**src/rtl/hazard_scoreboard.sv**
```systemverilog
// Purpose : D-stage hazard scheduler for the 5-stage MIPS pipeline (stall, forwarding selects, stall counter).
// Latency : stall and forwarding selects are combinational from the D inputs and the E/M/W slots; slots advance every edge.
// Backpres: stall freezes PC and IF/ID and turns the instruction entering E into a bubble; no other flow control.
//
// Ports:
//   clk, reset         rising-edge clock, asynchronous active-low reset
//   d_valid            D stage holds a real instruction (0 = bubble)
//   d_rs, d_rt         D-stage source register numbers
//   d_tuse_rs/rt       cycles until the D instruction needs each operand (>= 3 means unused)
//   d_regw, d_dst      D instruction writes register d_dst
//   d_tnew             cycles after entering E until the D instruction's result can be forwarded
//   stall              hold PC and IF/ID, bubble into ID/EX
//   fwd_d_rs/rt        D operand source: 0 = RF, 1 = E, 2 = M, 3 = W
//   fwd_e_rs/rt        E operand source: 0 = pipeline reg, 1 = M, 2 = W
//   stall_cnt          number of stalled cycles, wraps

module hazard_scoreboard #(
    parameter int CNT_W = 16
) (
    input  logic             clk,
    input  logic             reset,
    input  logic             d_valid,
    input  logic [4:0]       d_rs,
    input  logic [4:0]       d_rt,
    input  logic [2:0]       d_tuse_rs,
    input  logic [2:0]       d_tuse_rt,
    input  logic             d_regw,
    input  logic [4:0]       d_dst,
    input  logic [2:0]       d_tnew,
    output logic             stall,
    output logic [1:0]       fwd_d_rs,
    output logic [1:0]       fwd_d_rt,
    output logic [1:0]       fwd_e_rs,
    output logic [1:0]       fwd_e_rt,
    output logic [CNT_W-1:0] stall_cnt
);

    // One in-flight register writer: write-valid, destination, cycles until forwardable.
    typedef struct packed {
        logic       w;
        logic [4:0] dst;
        logic [2:0] tnew;
    } slot_t;

    localparam logic [1:0] D_SRC_RF = 2'd0;
    localparam logic [1:0] D_SRC_E  = 2'd1;
    localparam logic [1:0] D_SRC_M  = 2'd2;
    localparam logic [1:0] D_SRC_W  = 2'd3;

    localparam logic [1:0] E_SRC_PIPE = 2'd0;
    localparam logic [1:0] E_SRC_M    = 2'd1;
    localparam logic [1:0] E_SRC_W    = 2'd2;

    slot_t      e_slot;
    slot_t      m_slot;
    slot_t      w_slot;
    logic [4:0] e_rs;
    logic [4:0] e_rt;

    // Writers to $0 never match anything, so $0 never stalls and never forwards.
    function automatic logic slot_match(input slot_t s, input logic [4:0] r);
        return s.w && (s.dst == r) && (r != 5'd0);
    endfunction

    function automatic logic [2:0] sat_dec(input logic [2:0] t);
        return (t == 3'd0) ? 3'd0 : t - 3'd1;
    endfunction

    // Only E and M can still be computing; a W writer's value is always in hand.
    function automatic logic src_hazard(input slot_t e, input slot_t m,
                                        input logic [4:0] r, input logic [2:0] tuse);
        logic hz;
        hz = 1'b0;
        if (slot_match(e, r) && (e.tnew > tuse)) begin
            hz = 1'b1;
        end
        if (slot_match(m, r) && (m.tnew > tuse)) begin
            hz = 1'b1;
        end
        return hz;
    endfunction

    // Youngest matching writer decides. If it is still computing, fall back to the
    // register file rather than forwarding a stale value from an older slot; the
    // consumer is either stalled or does not need the operand yet.
    function automatic logic [1:0] d_src_sel(input slot_t e, input slot_t m, input slot_t w,
                                             input logic [4:0] r);
        logic [1:0] sel;
        sel = D_SRC_RF;
        if (slot_match(e, r)) begin
            sel = (e.tnew == 3'd0) ? D_SRC_E : D_SRC_RF;
        end else if (slot_match(m, r)) begin
            sel = (m.tnew == 3'd0) ? D_SRC_M : D_SRC_RF;
        end else if (slot_match(w, r)) begin
            sel = (w.tnew == 3'd0) ? D_SRC_W : D_SRC_RF;
        end
        return sel;
    endfunction

    // E operands only look at M and W. A pending M writer blocks forwarding from W.
    function automatic logic [1:0] e_src_sel(input slot_t m, input slot_t w,
                                             input logic [4:0] r);
        logic [1:0] sel;
        sel = E_SRC_PIPE;
        if (slot_match(m, r)) begin
            sel = (m.tnew == 3'd0) ? E_SRC_M : E_SRC_PIPE;
        end else if (slot_match(w, r)) begin
            sel = E_SRC_W;
        end
        return sel;
    endfunction

    logic stall_rs;
    logic stall_rt;
    logic d_issue;

    always_comb begin
        stall_rs = src_hazard(e_slot, m_slot, d_rs, d_tuse_rs);
        stall_rt = src_hazard(e_slot, m_slot, d_rt, d_tuse_rt);
        stall    = d_valid && (stall_rs || stall_rt);
        d_issue  = d_valid && !stall;

        fwd_d_rs = d_src_sel(e_slot, m_slot, w_slot, d_rs);
        fwd_d_rt = d_src_sel(e_slot, m_slot, w_slot, d_rt);
        fwd_e_rs = e_src_sel(m_slot, w_slot, e_rs);
        fwd_e_rt = e_src_sel(m_slot, w_slot, e_rt);
    end

    // Slot pipeline: every edge each writer moves one stage and its countdown drops by one.
    always_ff @(posedge clk or negedge reset) begin
        if (!reset) begin
            e_slot <= '0;
            m_slot <= '0;
            w_slot <= '0;
            e_rs   <= 5'd0;
            e_rt   <= 5'd0;
        end else begin
            w_slot <= '{w: m_slot.w, dst: m_slot.dst, tnew: sat_dec(m_slot.tnew)};
            m_slot <= '{w: e_slot.w, dst: e_slot.dst, tnew: sat_dec(e_slot.tnew)};

            if (d_issue && d_regw) begin
                e_slot <= '{w: 1'b1, dst: d_dst, tnew: d_tnew};
            end else begin
                e_slot <= '0;
            end

            // Source copies follow every issued instruction, writer or not, so
            // stores and branches in E still get their operands forwarded.
            e_rs <= d_issue ? d_rs : 5'd0;
            e_rt <= d_issue ? d_rt : 5'd0;
        end
    end

    always_ff @(posedge clk or negedge reset) begin
        if (!reset) begin
            stall_cnt <= '0;
        end else if (stall) begin
            stall_cnt <= stall_cnt + CNT_W'(1);
        end
    end

endmodule

```
**config.mk**
```make
export PLATFORM = sky130hd
export DESIGN_NAME = hazard_scoreboard
export DESIGN_NICKNAME = d
export VERILOG_FILES = /design/src/rtl/hazard_scoreboard.sv
export SDC_FILE = /design/constraint.sdc
export NUM_CORES = 1
export LEC_CHECK = 0
export ABC_AREA = 0
export BUFFER_PORTS_ARGS = -buffer_cell sky130_fd_sc_hd__buf_2
export CAP_MARGIN = 20
export CORE_MARGIN = 1
export CORE_UTILIZATION = 50
export DETAILED_ROUTE_END_ITERATION = 12
export PLACE_DENSITY = 0.75
export SYNTH_ARGS = -nofsm -noshare
export SYNTH_HDL_FRONTEND = slang
export SYNTH_SLANG_ARGS = --single-unit
```
**constraint.sdc**
```tcl
create_clock -name clk -period 1.85 [get_ports clk]
set_input_delay 0.37 -clock clk [delete_from_list [all_inputs] [get_ports clk]]
set_output_delay 0.37 -clock clk [all_outputs]
set_load 0.1 [all_outputs]
```
==> impl_metrics.csv, run 1 <==
group,metric,value,unit
layout,fillerInstances,288,
logic_synthesis,postSynthNetCount,338,
layout,layout_commonest_cell,"buf_4",
logic_synthesis,post_synth.cell_area_avg,10.2,µm²
critical_path,r2r-start,"m_slot[1]$_DFF_PN0_",
critical_path,critical_path_class,"flip-flop to primary output",
drt,drt_first_iter_violations,134,
layout,multiInputGateArea,0.00205,mm²
logic_synthesis,async_reset_ff_share,100,%
drt,via_per_inst,5.44,
drt,detailroute.via_count,2667,
floorplan,die-height,79.2,µm
placement,placement.cell_area,0.00414,mm²
sta,finalCriticalPeriod,2530,ps
layout,num_antenna_cells,0,
logic_synthesis,count_of_state_elements_after_synthesis,53,
global_route,global_route.overflow_total,0,
clock_network,clock_tree_from_tritoncts,"built",
logic_synthesis,netlist_top_cells_area,"dfrtp_1 45%, xnor2_1 14%, ha_1 7.1%, xor2_1 5.3%, nor2_1 2.9%",
floorplan,fp.dieW,79.2,µm
power_and_ir_drop,power.leakage,2.31,nW
sta,timing_worst_slew_pin_value,492,ps
logic_synthesis,number_of_flops_mapped_to_enable_cells_by_yosys,0,
clock_network,cts_inserted_buffers,5,
clock_network,clock_sink_total,53,
logic_synthesis,netlist.area_leader.share,44.5,%
clock_network,cts_max_path_buffers,2,
layout,final-seq-area,0.00134,mm²
sta,worst_slew_margin_rel,67.4,%
sta,final_max_slew_viol_count,0,
global_route,first_pass_grt_wire_length,12700,µm
placement,place.detailed.hpwl,5780,µm
logic_synthesis,yosysSeqAreaShare,44.5,%
drt,final_wl,9110,µm
logic_synthesis,synthFlopType,"dfrtp_1",
global_route,grt_antenna_before_repair,0,
floorplan,boundaryPins,53,
sta,fin_crit_sh,137,%
power_and_ir_drop,power.density_cell_area,565,mW/mm²
placement,dp_slack,-572,ps
placement,port-buffer-count,52,
floorplan,row_count,27,
clock_network,clkLatencyLatePin,310,ps
critical_path,path_max_fanout,3,
logic_synthesis,area_leader_netlist,"dfrtp_1",
min_path,timing.hold.worst.class,"input pin to asynchronous set/reset pin",
floorplan,die_area,0.00627,mm²
sta,timing.final.setup_violations,44,
sta,report.final.hold_viol_count,0,
sta,timing.fmax,0.395,GHz
drt,drc,0,
logic_synthesis,yosys_warnings,0,
drt,firstDrtPassIters,4,
sta,rsz_0062_raised_after_global_routing,"true",
critical_path,setup.worst_path.end_class,"primary output",
global_route,global_routing_usage_summed_across_all_routing_layers,26.9,%
sta,finClkSkew,9.63,ps
layout,syn_to_final_growth,61.0,%
logic_synthesis,synth_cell_type_count,35,
global_route,grt_pass1_vias,2649,
drt,final_antenna_net_count,0,
drt,avgRoutedWirePerCell,18.6,µm
critical_path,data_arrival_time_at_the_worst_slack_endpoint,2160,ps
clock_network,cts_root_buf,"clkbuf_8",
clock_network,cts_max_level,2,
floorplan,initial_core_utilization,52.8,%
critical_path,ff2ff_path_depth,12,
logic_synthesis,cell_area_synth,0.00298,mm²
global_route,grt_start_max_net_pins,54,
critical_path,r2r_slack,-520,ps
layout,drive_gt1_share,54.5,%
outcome,status,"finished, violations left",
sta,timing.final.ws_setup,-679,ps
floorplan,core_area,0.00564,mm²
layout,postLayoutCellArea,0.00480,mm²
logic_synthesis,syn_inst,293,
power_and_ir_drop,irDropWorstVdd,0.000450,V
placement,gp_routability_congestion,0.902,
clock_network,cts.reportedPaths.clkPinSlew,90,ps
layout,fin_nets,462,
critical_path,cp-start-kind,"flip-flop",
outcome,failed_checks,"negative setup slack",
job,timing.max_cap.violations,0,
critical_path,timing.critical_path.required,1480,ps
critical_path,endpoint_of_the_most_critical_register_to_register_path,"stall_cnt[5]$_DFFE_PN0P_",
layout,mostFrequentLayoutCells,"60 x buf_4, 41 x xnor2_1, 39 x dfrtp_1, 39 x buf_2, 20 x inv_1",
[area by class of cell]
type	count	share of cell area (%)
clock buffer	7	1.80
sequential	53	28.0
inverter	22	1.72
clock inverter	1	0.626
timing repair buffer	129	23.2
tap	72	1.88
multi-input combinational	206	42.8
[Yosys cell counts (2+ instances only)]
library cell and number:
nand2_1 15, o211ai_1 2, inv_1 22, a32oi_1 2, clkbuf_2 2, mux2_2 2, buf_2 2, nand4_1 13
nor2b_1 4, buf_6 2, a21oi_1 2, and3_1 12, ha_1 17, and2_1 2, o21ai_0 4, o21a_1 2
nor4_1 8, dfrtp_1 53, nor2_2 2, nor3_1 8, xor2_1 18, or4_1 4, nand3_1 9, nor2_1 23
xnor2_1 47, clkbuf_1 7
[how the worst max path moves through the flow]
stage	startpoint	end	slack, ps	cells past startpoint
6_report	m_slot[1]$_DFF_PN0_	stall	-680	8
5_1_grt	m_slot[1]$_DFF_PN0_	stall	-820	8
4_1_cts	m_slot[1]$_DFF_PN0_	stall	-640	8
3_5_place_dp	d_rt[1]	stall_cnt[5]$_DFFE_PN0P_	-570	10
3_3_place_gp	d_rt[1]	fwd_d_rt[1]	-540	8
2_1_floorplan	e_rt[4]$_DFF_PN0_	fwd_e_rt[1]	-740	4
[repair_timing]
| action | CTS | global route |
|---|---|---|
| pin swaps | 24 | 33 |
| gates resized for setup | 32 | 46 |
| setup endpoints to repair | 44 | 44 |
| setup buffers | 5 | 14 |
| gates cloned | 1 | 1 |
| hold buffers | 0 | 0 |
[registers in the layout (all words and copies together) (netlist names)]
| name | flops |
|---|---|
| m_slot | 9 |
| e_rs | 5 |
| stall_cnt | 16 |
| e_rt | 5 |
| e_slot | 9 |
| w_slot | 9 |
[through the flow]
step                      hold slack (ps)  util [%]  setup TNS, ps  power [mW]  cells
final                                29.4      85.1         -19870        2.71    490
after global routing                 50.3      85.1         -26160        2.81    490
after CTS                            51.2      79.0         -11860        2.62    477
after detailed placement              386      73.3         -18430        1.79    463
after global placement                380      73.3         -16720        1.77    463
after floorplan                      74.4         -         -10480        1.56    293
[kinds of logic (layout without fill, tap and decap cells)]
logic type      Yosys count  after routing  share of synthesized area [%]
mux                       3              3                           1.26
fa+ha+maj                17             17                           7.14
simple gates            107            108                           19.9
compound gates           13             13                           3.02
xor+xnor                 65             65                           19.1
buf+inv                  35            159                           5.08
flops                    53             53                           44.5
[metal layers]
metal | track usage, % | routed length [µm] | vias to the layer above
met2 | 51.1 | 5010 | 85
met4 | 8.00 | 281 | 0
met5 | 0 | 0 | -
met1 | 30.8 | 3540 | 1328
met3 | 4.02 | 277 | 28
li1 | - | - | 1226
[power by group]
group | switching (mW) | internal, mW | leakage, nW | total, mW
clock | 0.387 | 0.442 | 0.0585 | 0.829
combinational | 0.335 | 0.291 | 1.57 | 0.626
sequential | 0.0522 | 1.20 | 0.687 | 1.25
[worst max-delay path: stages (launching register included)]
cell and delay (ps):
dfrtp_2 460, ha_4 280, nor2b_1 140, o21ai_0 130, a32oi_1 230, a22oi_2 80
and3_4 180, nor2b_4 160, buf_12 190
No activity file was read; power rests on OpenSTA's default activity.
==> inputs of run 2 (changes only) <==
BUFFER_PORTS_ARGS = not set   (was -buffer_cell sky130_fd_sc_hd__buf_2)
DONT_BUFFER_PORTS = 1   (was not set)
PLACE_DENSITY = 0.68   (was 0.75)
REMOVE_ABC_BUFFERS = 1   (was not set)
==> run 2 against run 1 <==
  * The flow still finishes with violations (negative setup slack)
  * Die area stayed put
  * Core utilization decreased by 4.5 points
  * Final cell count shrank 8.6%
  * Worst hold slack better by 120 ps
  * First-iteration DRC count shrank 2.2%
  * Setup slack worse by 23 ps
  * Clock power fell by 16%
  * Flip-flop and latch count unchanged
  * Combinational power shrank 16%
  * Total power decreased by 8.5%
  * Critical endpoint unchanged
  * Largest power group unchanged
==> impl_metrics.csv, run 2 (synthesis gave the netlist of run 1 again) <==
group,metric,value,unit
outcome,failed_checks,"negative setup slack",
global_route,first_pass_grt_wire_length,13300,µm
clock_network,clkLatencyLatePin,310,ps
sta,final_max_slew_viol_count,0,
critical_path,setup.worst_path.end_class,"primary output",
outcome,status,"finished, violations left",
drt,drt_first_iter_violations,131,
layout,mostFrequentLayoutCells,"60 x buf_4, 46 x dfrtp_1, 38 x xnor2_1",
global_route,grt_pass1_vias,2670,
drt,drc,0,
layout,syn_to_final_growth,52.4,%
drt,final_wl,8710,µm
min_path,timing.hold.worst.class,"input pin to flip-flop",
layout,layout_commonest_cell,"buf_4",
sta,finClkSkew,12.6,ps
power_and_ir_drop,power.leakage,2.15,nW
sta,timing.fmax,0.392,GHz
sta,worst_slew_margin_rel,73.5,%
clock_network,cts.reportedPaths.clkPinSlew,100,ps
power_and_ir_drop,irDropWorstVdd,0.000536,V
critical_path,r2r-start,"m_slot[1]$_DFF_PN0_",
layout,num_antenna_cells,0,
critical_path,r2r_slack,-600,ps
floorplan,row_count,27,
placement,gp_routability_congestion,0.905,
critical_path,endpoint_of_the_most_critical_register_to_register_path,"stall_cnt[1]$_DFFE_PN0P_",
floorplan,initial_core_utilization,52.8,%
critical_path,critical_path_class,"flip-flop to primary output",
critical_path,cp-start-kind,"flip-flop",
layout,registers.top_by_ff_count,"stall_cnt",
sta,final.hold.worst_slack,153,ps
floorplan,fp.dieW,79.2,µm
job,timing.max_cap.violations,0,
layout,drive_gt1_share,47.6,%
clock_network,clock_sink_total,53,
power_and_ir_drop,power.density_cell_area,546,mW/mm²
min_path,worstHoldEndpoint,"e_slot[1]$_DFF_PN0_",
critical_path,data_arrival_time_at_the_worst_slack_endpoint,2180,ps
sta,timing.final.ws_setup,-702,ps
floorplan,boundaryPins,53,
global_route,grt_antenna_before_repair,0,
clock_network,cts_max_level,2,
global_route,global_routing_usage_summed_across_all_routing_layers,28.5,%
clock_network,cts_inserted_buffers,5,
placement,dp_slack,-509,ps
min_path,hold_start,"d_tnew[1]",
layout,fillerInstances,309,
layout,largest_register_ff_count,16,
drt,final_antenna_net_count,0,
floorplan,die-height,79.2,µm
drt,detailroute.via_count,2524,
global_route,grt_start_max_net_pins,54,
sta,finalCriticalPeriod,2550,ps
sta,timing_worst_slew_pin_value,396,ps
placement,port-buffer-count,0,
critical_path,timing.critical_path.required,1480,ps
floorplan,core_area,0.00564,mm²
sta,rsz_0062_raised_after_global_routing,"true",
min_path,worst_hold_path.num_cells,2,
critical_path,slowest_delay,460,ps
floorplan,die_area,0.00627,mm²
critical_path,path_max_fanout,3,
drt,via_per_inst,5.63,
sta,finalSetupTns,-19190,ps
clock_network,cts_max_path_buffers,2,
global_route,global_route.overflow_total,0,
layout,fin_nets,420,
critical_path,path_cells,"ha_4, nor2b_1, o21ai_1, a32oi_1, a22oi_2, and3_4, nor2b_4, buf_12",
sta,report.final.hold_viol_count,0,
placement,place.detailed.hpwl,5230,µm
critical_path,crit_slowest_cell,"dfrtp_2",
critical_path,ff2ff_path_depth,12,
drt,avgRoutedWirePerCell,19.4,µm
sta,timing.final.setup_violations,44,
sta,fin_crit_sh,138,%
clock_network,cts_root_buf,"clkbuf_8",
drt,firstDrtPassIters,4,
clock_network,clock_tree_from_tritoncts,"built",
## run 2: final cells by class
class	instances	area (µm²)	share of cell area [%]
multi-input combinational	206	2040	44.9
timing repair buffer	87	895	19.7
clock buffer	6	82.6	1.82
sequential	53	1340	29.4
tap	72	90.1	1.98
inverter	22	82.6	1.82
clock inverter	2	16.3	0.358
## run 2: worst max-delay path: cells and delay by family (launching register included)
family          cells  cell delay, ps
compound gates      3             420
fa+ha+maj           1             290
buf+inv             1             180
flops               1             460
simple gates        3             510
## run 2: layer usage
| metal | vias to the layer above | GRT usage (%) | part of all wire, % |
|---|---|---|---|
| met5 | - | 0 | 0 |
| met4 | 0 | 9.09 | 3.1 |
| met3 | 27 | 6.67 | 6.3 |
| met2 | 100 | 51.0 | 52 |
| met1 | 1253 | 33.4 | 39 |
| li1 | 1144 | - | - |
## run 2: power by group
group | switching, mW | internal [mW]
Sequential | 0.0509 | 1.20
Combinational | 0.275 | 0.253
Clock | 0.391 | 0.309
Total | 0.717 | 1.76
## run 2: stage by stage
stage | total power, mW | utilization (%) | instances | instance area (µm²)
floorplan | 1.51 | - | 280 | 2910
global placement | 1.63 | 64.1 | 415 | 3620
detailed placement | 1.64 | 64.1 | 415 | 3620
CTS | 2.42 | 76.4 | 443 | 4310
global route | 2.58 | 80.5 | 448 | 4540
finish | 2.48 | 80.5 | 448 | 4540
## run 2: timing repair
action / CTS / global route
gates resized for setup: 83 / 37
endpoints found under the hold margin: 53 / 0
endpoints found under the setup margin: 44 / 44
pin swaps: 29 / 28
hold buffers: 2 / 0
gates cloned: 2 / 0
setup buffers: 17 / 10
## run 2: how the worst max path moves through the flow
stage / startpoint / end / slack [ps] / cells past startpoint
finish: m_slot[1]$_DFF_PN0_ / stall / -700 / 8
global placement: e_slot[4]$_DFF_PN0_ / stall / -490 / 8
detailed placement: e_slot[4]$_DFF_PN0_ / stall / -510 / 8
global route: m_slot[1]$_DFF_PN0_ / stall / -740 / 8
floorplan: e_rs[1]$_DFF_PN0_ / fwd_e_rs[1] / -2520 / 4
CTS: m_slot[1]$_DFF_PN0_ / stall / -640 / 9
